### config.mk
export PLATFORM = sky130hd
export DESIGN_NAME = opb_bus_monitor
export DESIGN_NICKNAME = d
export VERILOG_FILES = /design/src/rtl/opb_bus_monitor.sv
export SDC_FILE = /design/constraint.sdc
export NUM_CORES = 1
export LEC_CHECK = 0
export CORE_AREA = 2 2 180 182
export DETAILED_ROUTE_END_ITERATION = 10
export DIE_AREA = 0 0 182 184
export GPL_TIMING_DRIVEN = 0
export REMOVE_ABC_BUFFERS = 1
export SYNTH_ARGS = -nofsm -noshare
export SYNTH_HDL_FRONTEND = slang
export SYNTH_SLANG_ARGS = --single-unit
### constraint.sdc
create_clock -name OPB_Clk -period 3.15 [get_ports OPB_Clk]
set_input_delay 0.4725 -clock OPB_Clk [delete_from_list [all_inputs] [get_ports OPB_Clk]]
set_output_delay 0.4725 -clock OPB_Clk [all_outputs]
set_load 0.01 [all_outputs]
### src/rtl/opb_bus_monitor.sv
// OPB response combiner and watchdog.
// Combines the slave response lanes into one master-facing response. Raises a
// bus error when a selected transfer goes unacknowledged for too long, and
// keeps statistics plus a sticky interrupt flag for software.
module opb_bus_monitor #(
  parameter int unsigned C_NUM_SLAVES = 8,
  parameter int unsigned C_TIMEOUT    = 16,
  parameter int unsigned C_OPB_DWIDTH = 32
) (
  input  logic                                 OPB_Clk,
  input  logic                                 OPB_Rst_n,
  input  logic                                 OPB_select,
  input  logic [0:C_OPB_DWIDTH-1]              OPB_ABus,
  input  logic                                 OPB_RNW,
  input  logic [0:C_OPB_DWIDTH*C_NUM_SLAVES-1] Sl_DBus_vec,
  input  logic [0:C_NUM_SLAVES-1]              Sl_xferAck_vec,
  input  logic [0:C_NUM_SLAVES-1]              Sl_errAck_vec,
  input  logic [0:C_NUM_SLAVES-1]              Sl_retry_vec,
  input  logic [0:C_NUM_SLAVES-1]              Sl_toutSup_vec,
  output logic [0:C_OPB_DWIDTH-1]              Mon_DBus,
  output logic                                 Mon_xferAck,
  output logic                                 Mon_errAck,
  output logic                                 Mon_retry,
  output logic                                 Mon_toutSup,
  input  logic                                 irq_clr,
  output logic                                 err_irq,
  output logic [15:0]                          timeout_count,
  output logic [15:0]                          multi_ack_count,
  output logic [31:0]                          xfer_count,
  output logic [0:C_OPB_DWIDTH-1]              last_err_addr,
  output logic                                 last_err_rnw
);

  typedef enum logic [1:0] {
    S_IDLE,
    S_WAIT,
    S_TOUT,
    S_HOLD
  } state_t;

  localparam logic [7:0] LP_CNT_LAST = 8'(C_TIMEOUT - 1);

  state_t                    r_state;
  state_t                    w_state_nxt;
  logic [7:0]                r_wait_cnt;
  logic [7:0]                w_wait_cnt_nxt;
  logic                      r_tout_err;
  logic                      r_err_irq;
  logic [15:0]               r_timeout_count;
  logic [15:0]               r_multi_ack_count;
  logic [31:0]               r_xfer_count;
  logic [0:C_OPB_DWIDTH-1]   r_last_err_addr;
  logic                      r_last_err_rnw;

  logic [0:C_OPB_DWIDTH-1]   w_dbus_or;
  logic                      w_ack;
  logic                      w_sup;
  logic                      w_xack_seen;
  logic                      w_multi_ack;

  // OR-reduce all slave read-data lanes onto the master bus
  always_comb begin
    w_dbus_or = '0;
    for (int unsigned k = 0; k < C_NUM_SLAVES; k++) begin
      w_dbus_or = w_dbus_or | Sl_DBus_vec[k*C_OPB_DWIDTH +: C_OPB_DWIDTH];
    end
  end

  // Detect more than one slave asserting xferAck in the same cycle
  always_comb begin
    w_xack_seen = 1'b0;
    w_multi_ack = 1'b0;
    for (int unsigned k = 0; k < C_NUM_SLAVES; k++) begin
      if (Sl_xferAck_vec[k]) begin
        if (w_xack_seen) begin
          w_multi_ack = 1'b1;
        end
        w_xack_seen = 1'b1;
      end
    end
  end

  assign w_ack       = |(Sl_xferAck_vec | Sl_errAck_vec | Sl_retry_vec);
  assign w_sup       = |Sl_toutSup_vec;

  assign Mon_DBus    = w_dbus_or;
  assign Mon_xferAck = |Sl_xferAck_vec;
  assign Mon_retry   = |Sl_retry_vec;
  assign Mon_toutSup = |Sl_toutSup_vec;
  assign Mon_errAck  = (|Sl_errAck_vec) | r_tout_err;

  assign err_irq         = r_err_irq;
  assign timeout_count   = r_timeout_count;
  assign multi_ack_count = r_multi_ack_count;
  assign xfer_count      = r_xfer_count;
  assign last_err_addr   = r_last_err_addr;
  assign last_err_rnw    = r_last_err_rnw;

  // Watchdog next-state and wait counter
  always_comb begin
    w_state_nxt    = r_state;
    w_wait_cnt_nxt = r_wait_cnt;
    case (r_state)
      S_IDLE: begin
        if (OPB_select) begin
          w_state_nxt    = S_WAIT;
          w_wait_cnt_nxt = (w_ack || w_sup) ? 8'd0 : 8'd1;
        end
      end
      S_WAIT: begin
        if (w_ack || !OPB_select) begin
          w_state_nxt    = S_IDLE;
          w_wait_cnt_nxt = '0;
        end else if (w_sup) begin
          w_wait_cnt_nxt = r_wait_cnt;
        end else if (r_wait_cnt == LP_CNT_LAST) begin
          w_state_nxt    = S_TOUT;
          w_wait_cnt_nxt = '0;
        end else begin
          w_wait_cnt_nxt = r_wait_cnt + 8'd1;
        end
      end
      S_TOUT: begin
        w_state_nxt    = S_HOLD;
        w_wait_cnt_nxt = '0;
      end
      S_HOLD: begin
        if (!OPB_select) begin
          w_state_nxt = S_IDLE;
        end
      end
      default: begin
        w_state_nxt    = S_IDLE;
        w_wait_cnt_nxt = '0;
      end
    endcase
  end

  // Watchdog state register; tout_err is high exactly while in TOUT
  always_ff @(posedge OPB_Clk) begin
    if (!OPB_Rst_n) begin
      r_state    <= S_IDLE;
      r_wait_cnt <= '0;
      r_tout_err <= 1'b0;
    end else begin
      r_state    <= w_state_nxt;
      r_wait_cnt <= w_wait_cnt_nxt;
      r_tout_err <= (w_state_nxt == S_TOUT);
    end
  end

  // Statistics, error capture and sticky interrupt (set beats clear)
  always_ff @(posedge OPB_Clk) begin
    if (!OPB_Rst_n) begin
      r_timeout_count   <= '0;
      r_multi_ack_count <= '0;
      r_xfer_count      <= '0;
      r_last_err_addr   <= '0;
      r_last_err_rnw    <= 1'b0;
      r_err_irq         <= 1'b0;
    end else begin
      if (r_tout_err) begin
        r_last_err_addr <= OPB_ABus;
        r_last_err_rnw  <= OPB_RNW;
        if (r_timeout_count != '1) begin
          r_timeout_count <= r_timeout_count + 16'd1;
        end
      end
      if (w_multi_ack && (r_multi_ack_count != '1)) begin
        r_multi_ack_count <= r_multi_ack_count + 16'd1;
      end
      if (Mon_xferAck) begin
        r_xfer_count <= r_xfer_count + 32'd1;
      end
      if (r_tout_err || w_multi_ack) begin
        r_err_irq <= 1'b1;
      end else if (irq_clr) begin
        r_err_irq <= 1'b0;
      end
    end
  end

endmodule

==> impl_metrics.csv, run 1 <==
group,metric,value,unit
job,maxCapViolCount,0,
synthesis,synth.largest_area_cell,"dfxtp_1",
critical_path,cp-endpoint,"Mon_DBus[7]",
floorplan,initial_core_util,17.9,%
grt,grt_overflow,0,
critical_path,r2r_slack,1.00,ns
status,violations,"negative setup slack",
grt,antenna_found_initial,5,
placed_design,io_buffers,458,
synthesis,synth.most_common_cell,"dfxtp_1",
floorplan,fp.dieW,182,microns
clock_tree,cts_setup_buffers,0,
clock_tree,cts_root_buf,"clkbuf_16",
critical_path,path_class,"in2out",
drt,detail-route-antenna-nets,0,
timing,slew_viol_final,0,
pwr,power,3.17,mW
timing,finalHoldViolCount,0,
synthesis,synth.avg_cell_area,8.32,sq um
synthesis,synth_ff_type,"dfxtp_1",
clock_tree,cts_hold_buf,0,
floorplan,die_y,184,microns
grt,grt_use_total,14.1,%
finish,area_growth,94.7,%
timing,max_freq,0.316,GHz
clock_tree,numCtsBuffers,9,
timing,setup_viol,1,
critical_path,critPathLaunchType,"input pin",
finish,fillerInstances,3215,
clock_tree,cts_tree,"yes",
pwr,power.density,289,nW/um^2
placed_design,place_hpwl,20400,microns
drt,vias,6890,
drt,wl_met3,2450,microns
clock_tree,clk_latency,0.36,ns
finish,multi_input_area,3280,sq um
grt,grt_max_degree,50,
grt,grt_pass1_wl,37400,microns
timing,skew,0.0112,ns
critical_path,cp-startpoint,"Sl_DBus_vec[103]",
drt,totalWireLength,24900,microns
drt,drc_errors,0,
finish,drive_gt1_share,3.72,%
synthesis,yosysWarnings,0,
synthesis,synth_edf_count,0,
drt,drt-wirelength-per-cell,16.3,microns
drt,wl_met1,9010,microns
critical_path,r2r_end,"r_wait_cnt[7]$_SDFFE_PN0P_",
floorplan,coreArea,31400,sq um
drt,routed.top_layer,"met4",
hold_path,hold_path.class,"reg2reg",
critical_path,arrival,2.69,ns
timing,rsz0062_at_grt,"false",
grt,grt_pass1_vias,6817,
clock_tree,clkTransAtPathRegs,0.08,ns
floorplan,die_area,33500,sq um
synthesis,ys_async_sr_fraction,0,%
drt,wl_met2,12900,microns
placed_design,dp_slack,0.146,ns
critical_path,reg2reg_depth,7,
timing,relSlewSlack,5.70,%
pwr,peakVddDrop,0.240,mV
timing,period_share,100,%
placed_design,place.gp.congestion,0.814,
timing,fin_ws,-0.00967,ns
finish,final_nets,1456,
pwr,p_leak,3.49,nW
clock_tree,post_cts_resized,0,
synthesis,synth_top_area_share,38.7,%
clock_tree,cts.sinks,109,
floorplan,rows,65,
floorplan,io_pins,459,
clock_tree,htreeDepth,3,
finish,seqCellArea,2180,sq um
critical_path,path_max_fanout,1,
critical_path,cp.required,2.68,ns
synthesis,yosys-top-cells-count,"109 x dfxtp_1, 82 x nor2_1, 78 x nor4_1",
synthesis,seq_area_frac_synth,38.7,%
timing,worst_pin_slew,1.40,ns
critical_path,crit_path_end_kind,"output port",
synthesis,netlist_top_cells_area,"dfxtp_1 39%, nor4_1 8.7%, mux2i_1 6.0%, nor2_1 5.5%, nand2_1 5.0%",
clock_tree,clock_path_buffers,2,
drt,vias_per_cell,4.49,
critical_path,r2r_start,"r_state[0]$_SDFF_PN0_",
timing,fin_crit,3.16,ns
drt,drt_first_iter_violations,257,
synthesis,synth.distinct_cells,61,
synthesis,synthCells,677,
synthesis,syn-cell-area,5630,sq um
synthesis,synth-seq-cells,109,
drt,dr.pass1.iters,4,
status,status,"finished with violations",
[cells in the final DEF, fill, tap and decap left out, types with 15 or more instances in the layout]
master           count
nor4_1              78
or3_1               15
mux2i_1             34
nand2_1             75
clkdlybuf4s50_1    458
nand3_1             26
o21ai_0             23
nor2_1              82
nand4_1             20
dfxtp_1            108
a21oi_1             31
xnor2_1             19
[state kept, by name, summed over array words and instances (netlist names)]
name and cells:
err_irq 1, last_err_addr 32, last_err_rnw 1, multi_ack_count 16
r_state 2, r_tout_err 1, r_wait_cnt 8, timeout_count 16
xfer_count 32
[kinds of logic after synthesis]
| kind of cell | synth area share, % |
|---|---|
| and+or+nand+nor | 34.1 |
| adders and majority gates | 1.78 |
| xor gates and xnor gates | 5.13 |
| AOI/OAI and AO/OA | 11.1 |
| DFF | 38.7 |
| muxes | 6.04 |
| buffers and inverters | 3.13 |
[worst min-delay path by stage]
stage / start / to / slack, ns / depth (start not counted)
final: multi_ack_count[5]$_SDFFE_PN0P_ / multi_ack_count[5]$_SDFFE_PN0P_ / 0.50 / 2
after global routing: last_err_addr[11]$_SDFFE_PN0P_ / last_err_addr[11]$_SDFFE_PN0P_ / 0.53 / 2
after CTS: multi_ack_count[5]$_SDFFE_PN0P_ / multi_ack_count[5]$_SDFFE_PN0P_ / 0.50 / 2
after detailed placement: last_err_addr[12]$_SDFFE_PN0P_ / last_err_addr[12]$_SDFFE_PN0P_ / 0.48 / 2
after global placement: last_err_addr[30]$_SDFFE_PN0P_ / last_err_addr[30]$_SDFFE_PN0P_ / 0.47 / 2
after floorplan: r_wait_cnt[3]$_SDFFE_PN0P_ / r_wait_cnt[3]$_SDFFE_PN0P_ / 0.46 / 2
[area by class of cell]
cell class              instances  share of cell area [%]
inverters                      14                   0.502
well taps                     402                    4.59
diodes                          4                  0.0913
multi-input cells             529                    29.9
flip-flops and latches        109                    19.9
repair buffers                460                    42.2
clock inverters                 5                   0.616
clock buffers                  11                    2.21
[power breakdown]
part / switching [mW] / internal (mW) / leakage [nW] / total, mW
combinational: 0.152 / 0.404 / 2.46 / 0.556
clock: 0.561 / 0.651 / 0.146 / 1.21
sequential: 0.0120 / 1.39 / 0.880 / 1.40
[critical path: stages]
cell	delay, ns
clkdlybuf4s50_1	0.49
nor4_1	1.08
nand2_1	0.12
clkdlybuf4s50_1	0.52
[layer usage]
layer / vias up / GRT usage [%]
met5: - / 0
met4: 0 / 5.06
met3: 29 / 4.87
met2: 291 / 26.5
met1: 3156 / 14.6
li1: 3414 / -
[stage by stage]
step	util [%]	area (sq um)	hold WS, ns	std cells	setup TNS (ns)
finish	34.9	11000	0.498	1534	-0.00967
global route	34.9	11000	0.529	1534	0
CTS	34.9	11000	0.503	1530	0
detailed placement	33.9	10600	0.485	1514	0
global placement	33.8	10600	0.472	1512	-111.87
floorplan	-	5510	0.461	652	0
No activity file was read; power rests on OpenSTA's default activity.
==> run 2: changes to the inputs <==
--- a/config.mk
+++ b/config.mk
@@ -5,11 +5,16 @@
 export SDC_FILE = /design/constraint.sdc
 export NUM_CORES = 1
 export LEC_CHECK = 0
-export CORE_AREA = 2 2 180 182
+export ABC_AREA = 1
+export CELL_PAD_IN_SITES_DETAIL_PLACEMENT = 1
+export CELL_PAD_IN_SITES_GLOBAL_PLACEMENT = 1
+export CORE_AREA = 2 2 179 181
 export DETAILED_ROUTE_END_ITERATION = 10
-export DIE_AREA = 0 0 182 184
+export DIE_AREA = 0 0 181 183
 export GPL_TIMING_DRIVEN = 0
+export PLACE_DENSITY_LB_ADDON = 0.1
 export REMOVE_ABC_BUFFERS = 1
+export SETUP_SLACK_MARGIN = 0.5
 export SYNTH_ARGS = -nofsm -noshare
 export SYNTH_HDL_FRONTEND = slang
 export SYNTH_SLANG_ARGS = --single-unit
==> run 2 against run 1 <==
Compared with the run above: the run now ends clean; sequential share of layout area shrank 1.0 points; synthesized cell count grew 41%; non-clock buffer count is the same; setup slack gained 0.61 ns; final area grew 5.4%; register-to-register slack lost 0.05 ns; die area shrank 1.1%; clock-buffer cell count shrank 1; via count grew 16%; clock power is essentially flat; critical path depth grew 2.
==> impl_metrics.csv, run 2 <==
group,metric,value,unit
critical_path,reg2reg_depth,8,
synthesis,synth.most_common_cell,"nand2_1",
critical_path,path_max_fanout,19,
floorplan,io_pins,459,
synthesis,yosys-top-cells-count,"212 x nand2_1, 169 x nor2_1, 109 x dfxtp_1",
clock_tree,htreeDepth,3,
clock_tree,cts_hold_buf,0,
critical_path,r2r_end,"timeout_count[8]$_SDFFE_PN0P_",
timing,fin_crit,2.55,ns
floorplan,die_y,183,microns
grt,grt_pass1_wl,43500,microns
finish,seqCellArea,2190,sq um
clock_tree,cts_tree,"yes",
finish,fin_cells,1807,
finish,fillerInstances,3831,
critical_path,r2r_slack,0.95,ns
placed_design,place_hpwl,22300,microns
finish,multi_input_area,3680,sq um
finish,area_growth,84.6,%
synthesis,synth.largest_area_cell,"dfxtp_1",
drt,drt-wirelength-per-cell,15.2,microns
finish,drive_gt1_share,4.13,%
placed_design,io_buffers,458,
synthesis,synth_top_area_share,34.8,%
synthesis,synth.distinct_cells,41,
synthesis,seq_area_frac_synth,34.8,%
floorplan,coreArea,31200,sq um
clock_tree,clkTransAtPathRegs,0.08,ns
finish,fin_area,11600,sq um
pwr,p_leak,4.03,nW
finish,num_antenna_cells,0,
grt,antenna_found_initial,0,
timing,skew,0.0109,ns
critical_path,crit_path_end_kind,"output port",
hold_path,hold_path.class,"reg2reg",
synthesis,yosysWarnings,0,
placed_design,dp_cells,1790,
drt,drc_errors,0,
timing,relSlewSlack,30.0,%
hold_path,hold_depth,2,
timing,max_freq,0.392,GHz
timing,worst_pin_slew,1.05,ns
synthesis,synth_edf_count,0,
clock_tree,cts.sinks,109,
critical_path,critPathLaunchType,"input pin",
clock_tree,numCtsBuffers,9,
pwr,peakVddDrop,0.249,mV
drt,dr.pass1.iters,4,
finish,final_nets,1733,
grt,grt_pass1_vias,8372,
grt,grt_use_total,16.4,%
synthesis,netlist_top_cells_area,"dfxtp_1 35%, nand2_1 13%, nor2_1 10%, nor4_1 6.9%, nand3_1 4.6%",
synthesis,synth_ff_type,"dfxtp_1",
timing,hold_slack,0.487,ns
hold_path,hold_start,"timeout_count[15]$_SDFFE_PN0P_",
timing,period_share,80.9,%
status,status,"completed",
drt,drt_first_iter_violations,179,
placed_design,dpl_cell_area,11200,sq um
finish,most-common-layout-cells,"457 x clkdlybuf4s50_1, 212 x nand2_1, 169 x nor2_1",
critical_path,cp.required,2.68,ns
floorplan,rows,65,
drt,vias_per_cell,4.44,
synthesis,syn-cell-area,6260,sq um
synthesis,synth.avg_cell_area,6.56,sq um
hold_path,worstHoldEndpoint,"timeout_count[15]$_SDFFE_PN0P_",
floorplan,initial_core_util,20.1,%
placed_design,place.gp.congestion,0.772,
synthesis,synth-seq-cells,109,
critical_path,r2r_start,"timeout_count[0]$_SDFFE_PN0P_",
floorplan,fp.dieW,181,microns
synthesis,synthCells,955,
drt,detail-route-antenna-nets,0,
finish,final_common_cell,"clkdlybuf4s50_1",
floorplan,die_area,33100,sq um
grt,grt_overflow,0,
pwr,power.density,273,nW/um^2
drt,vias,8025,
critical_path,arrival,2.08,ns
drt,totalWireLength,27500,microns
timing,finalHoldViolCount,0,
synthesis,ys_async_sr_fraction,0,%
grt,grt_max_degree,47,
job,maxCapViolCount,0,
clock_tree,cts_root_buf,"clkbuf_16",
timing,rsz0062_at_grt,"true",
critical_path,path_class,"in2out",
timing,slew_viol_final,0,
timing,setup_viol,0,
clock_tree,clock_path_buffers,2,
clock_tree,clk_latency,0.37,ns
run 2: cell count changes after synthesis, moves of 9 or more:
cell | before | now
a21oi_1 | 31 | 44
nand3_1 | 26 | 58
a21oi_2 | 0 | 9
o21ai_0 | 23 | 56
nor3_1 | 14 | 35
inv_2 | 0 | 12
mux2i_1 | 34 | 0
and4_1 | 10 | 0
nand2_1 | 75 | 212
inv_1 | 14 | 62
xnor2_1 | 19 | 7
nor4_1 | 78 | 69
or3_1 | 15 | 0
nor2_1 | 82 | 169
run 2: logic make-up after synthesis:
family / count (synthesis) / share of synthesized area [%]
xor gates and xnor gates: 28 / 3.92
adders and majority gates: 8 / 1.60
DFF: 109 / 34.8
AOI/OAI and AO/OA: 126 / 10.9
buffers and inverters: 102 / 6.47
and+or+nand+nor: 582 / 42.3
run 2: worst max path at each step:
stage | startpoint | to | slack (ns) | cells after the start
after floorplan | r_tout_err$_SDFF_PN0_ | err_irq$_SDFFE_PN0P_ | 1.25 | 4
after global placement | OPB_Rst_n | xfer_count[16]$_SDFFE_PN0P_ | -1.45 | 4
after detailed placement | Sl_xferAck_vec[1] | Mon_xferAck | -0.13 | 6
after CTS | Sl_xferAck_vec[4] | Mon_xferAck | 0.43 | 6
after global routing | Sl_xferAck_vec[1] | Mon_xferAck | 0.48 | 6
final | Sl_xferAck_vec[1] | Mon_xferAck | 0.60 | 6
run 2: repair_timing:
action | in CTS | in global routing
setup endpoints to repair | 35 | 2
resized for setup | 2 | 3
pin swaps | 1 | 0
buffers inserted | 1 | 0
run 2: worst max-delay path: stages:
cell,delay (ns)
clkdlybuf4s50_1,0.46
nor2_4,0.17
nand3_2,0.14
nor2_4,0.18
inv_4,0.12
clkdlybuf4s50_1,0.52
run 2: power breakdown:
group          leakage [nW]  total, mW  internal (mW)  switching (mW)
clock                 0.138       1.18          0.617           0.566
sequential            0.881       1.41           1.39          0.0182
combinational          3.01      0.560          0.405           0.155
run 2: cell type report:
type                    count  share of cell area (%)
clock buffers              10                    1.98
clock inverters             6                   0.552
inverters                  76                    2.51
multi-input cells         744                    31.8
flip-flops and latches    109                    18.9
well taps                 402                    4.35
repair buffers            460                    39.9
run 2: metal layers:
metal  GRT usage [%]  up-vias  part of all wire (%)
li1                -     4106                     -
met1            18.2     3704                    40
met2            31.0      197                    52
met3            4.57       18                   5.9
met4            3.64        0                   1.3
met5               0        -                     0
run 2: through the flow:
stage / utilization, % / worst slack, ns / total power, mW / setup TNS (ns)
finish: 37.0 / 0.602 / 3.15 / 0
CTS: 37.0 / 0.431 / 3.22 / 0
global route: 37.0 / 0.483 / 3.32 / 0
global placement: 36.0 / -1.45 / 2.00 / -67.38
detailed placement: 36.0 / -0.133 / 2.01 / -0.133
floorplan: - / 1.25 / 1.53 / 0
==> run 3: changes to the inputs <==
--- a/config.mk
+++ b/config.mk
@@ -8,9 +8,8 @@
 export ABC_AREA = 1
 export CELL_PAD_IN_SITES_DETAIL_PLACEMENT = 1
 export CELL_PAD_IN_SITES_GLOBAL_PLACEMENT = 1
-export CORE_AREA = 2 2 179 181
+export CORE_UTILIZATION = 20
 export DETAILED_ROUTE_END_ITERATION = 10
-export DIE_AREA = 0 0 181 183
 export GPL_TIMING_DRIVEN = 0
 export PLACE_DENSITY_LB_ADDON = 0.1
 export REMOVE_ABC_BUFFERS = 1
==> constraint.sdc (replaced) <==
create_clock -name OPB_Clk -period 2.2 [get_ports OPB_Clk]
set_input_delay 0.33 -clock OPB_Clk [delete_from_list [all_inputs] [get_ports OPB_Clk]]
set_output_delay 0.33 -clock OPB_Clk [all_outputs]
set_load 0.01 [all_outputs]
==> run 3 against run 2 <==
Compared with the run above: clock-buffer cell count is 2 higher; clock skew decreased by 0.0013 ns; sequential share of layout area shrank 0.89 points; first-iteration DRC count increased by 47%.
==> impl_metrics.csv, run 3 (same netlist as run 2, synthesis figures left out) <==
group,metric,value,unit
critical_path,crit_path_end_kind,"output port",
clock_tree,clock_path_buffers,2,
critical_path,path_max_fanout,3,
floorplan,die_y,179,microns
placed_design,io_buffers,458,
hold_path,worstHoldEndpoint,"timeout_count[2]$_SDFFE_PN0P_",
drt,drt-wirelength-per-cell,15.7,microns
pwr,switching_share,24.6,%
grt,grt_pass1_vias,8477,
grt,grt_use_total,17.5,%
drt,dr.pass1.iters,4,
pwr,p_int,3.48,mW
clock_tree,clkTransAtPathRegs,0.08,ns
floorplan,rows,64,
pwr,p_leak,4.71,nW
pwr,comb_power_share,19.5,%
critical_path,worstPathCellList,"buf_4, clkdlybuf4s50_1",
placed_design,dp_cells,1784,
grt,grt_pass1_wl,43900,microns
pwr,clockPowerShare,37.0,%
drt,vias_per_cell,4.51,
pwr,power.density,366,nW/um^2
grt,use_met2,32.6,%
pwr,peakVddDrop,0.362,mV
placed_design,place.gp.congestion,0.779,
clock_tree,numCtsBuffers,9,
hold_path,hold_start,"OPB_Rst_n",
drt,drt_first_iter_violations,263,
pwr,p_sw,1.14,mW
finish,fillerInstances,3715,
clock_tree,cts_root_buf,"clkbuf_16",
clock_tree,clk_latency,0.36,ns
finish,area_growth,102,%
critical_path,path_class,"reg2out",
status,status,"completed",
floorplan,fp.dieW,179,microns
drt,drc_errors,0,
critical_path,reg2reg_depth,10,
clock_tree,cts_tree,"yes",
finish,fin_util,41.2,%
finish,final_common_cell,"clkdlybuf4s50_1",
critical_path,critPathLaunchType,"flop",
critical_path,r2r_start,"multi_ack_count[0]$_SDFFE_PN0P_",
job,maxCapViolCount,0,
timing,worst_pin_slew,0.634,ns
finish,final_nets,1774,
critical_path,crit_path_max_incr_delay,0.53,ns
timing,slew_viol_final,0,
finish,drive_gt1_share,20.1,%
grt,top_usage_layer,"met2",
critical_path,critPathSlowestCell,"clkdlybuf4s50_1",
floorplan,die_area,32000,sq um
clock_tree,htreeDepth,3,
floorplan,initial_core_util,20.4,%
timing,rsz0062_at_grt,"true",
grt,grt_max_degree,49,
timing,max_freq,0.587,GHz
finish,most-common-layout-cells,"389 x clkdlybuf4s50_1, 202 x nand2_1, 156 x nor2_1",
finish,fin_cells,1845,
drt,totalWireLength,29000,microns
grt,antenna_found_initial,3,
critical_path,arrival,1.37,ns
critical_path,cp.required,1.87,ns
grt,grtUsageMet3,4.30,%
hold_path,hold_depth,3,
hold_path,hold_path.class,"in2reg",
critical_path,r2r_end,"multi_ack_count[4]$_SDFFE_PN0P_",
floorplan,io_pins,459,
drt,vias,8314,
timing,period_share,77.4,%
grt,use_met1,19.0,%
clock_tree,cts_hold_buf,0,
drt,detail-route-antenna-nets,0,
pwr,p_seq_share,43.5,%
grt,grt_overflow,0,
floorplan,coreArea,30700,sq um
placed_design,place_hpwl,22400,microns
timing,setup_viol,0,
placed_design,dp_slack,-0.818,ns
timing,skew,0.00958,ns
critical_path,r2r_slack,0.58,ns
timing,finalHoldViolCount,0,
timing,fin_crit,1.70,ns
timing,fin_ws,0.498,ns
timing,relSlewSlack,57.7,%
clock_tree,cts.sinks,109,
## run 3: worst max path at each step
stage	startpoint	end
6_report	multi_ack_count[1]$_SDFFE_PN0P_	multi_ack_count[1]
4_1_cts	Sl_xferAck_vec[5]	Mon_xferAck
3_5_place_dp	Sl_xferAck_vec[1]	Mon_xferAck
2_1_floorplan	r_tout_err$_SDFF_PN0_	err_irq$_SDFFE_PN0P_
5_1_grt	Sl_errAck_vec[2]	r_wait_cnt[2]$_SDFFE_PN0P_
3_3_place_gp	OPB_Rst_n	xfer_count[16]$_SDFFE_PN0P_
## run 3: power groups by stage
stage          registers (mW)  clock network, mW  logic [mW]
2_1_floorplan            2.06                  0       0.130
3_3_place_gp             2.06                  0       0.789
3_5_place_dp             2.06                  0       0.807
4_1_cts                  2.02               1.80       0.853
5_1_grt                  2.02               1.87       0.974
6_report                 2.01               1.71       0.901
## run 3: timing repair
item	CTS	global route
pin swaps	38	53
gates cloned	1	1
buffers inserted	22	18
gates resized for setup	200	159
setup endpoints to repair	185	121
## run 3: critical path, delay by kind of cell, from the launching register on
kind / cells / cell delay (ns)
buffers and inverters: 2 / 0.64
DFF: 1 / 0.37
## run 3: area by class of cell
cell class / count / area (sq um) / area share [%]
diodes: 3 / 7.51 / 0.0595
clock buffers: 12 / 267 / 2.11
clock inverters: 4 / 36.3 / 0.287
inverters: 76 / 308 / 2.44
multi-input cells: 745 / 4400 / 34.8
flip-flops and latches: 109 / 2270 / 18.0
well taps: 396 / 495 / 3.92
repair buffers: 500 / 4840 / 38.3
## run 3: metal layers
layer | share of wire [%] | wire, microns
met1 | 39 | 11300
met2 | 53 | 15400
met3 | 5.8 | 1670
met4 | 2.5 | 714
met5 | 0 | 0
## run 3: per-stage QoR
step	cell area, sq um	total power [mW]	hold slack [ns]	TNS [ns]
floorplan	6140	2.19	0.446	0
global placement	11200	2.85	0.476	-155.21
detailed placement	11200	2.87	0.483	-32.17
CTS	12200	4.67	0.398	0
global route	12600	4.86	0.414	0
finish	12600	4.62	0.410	0
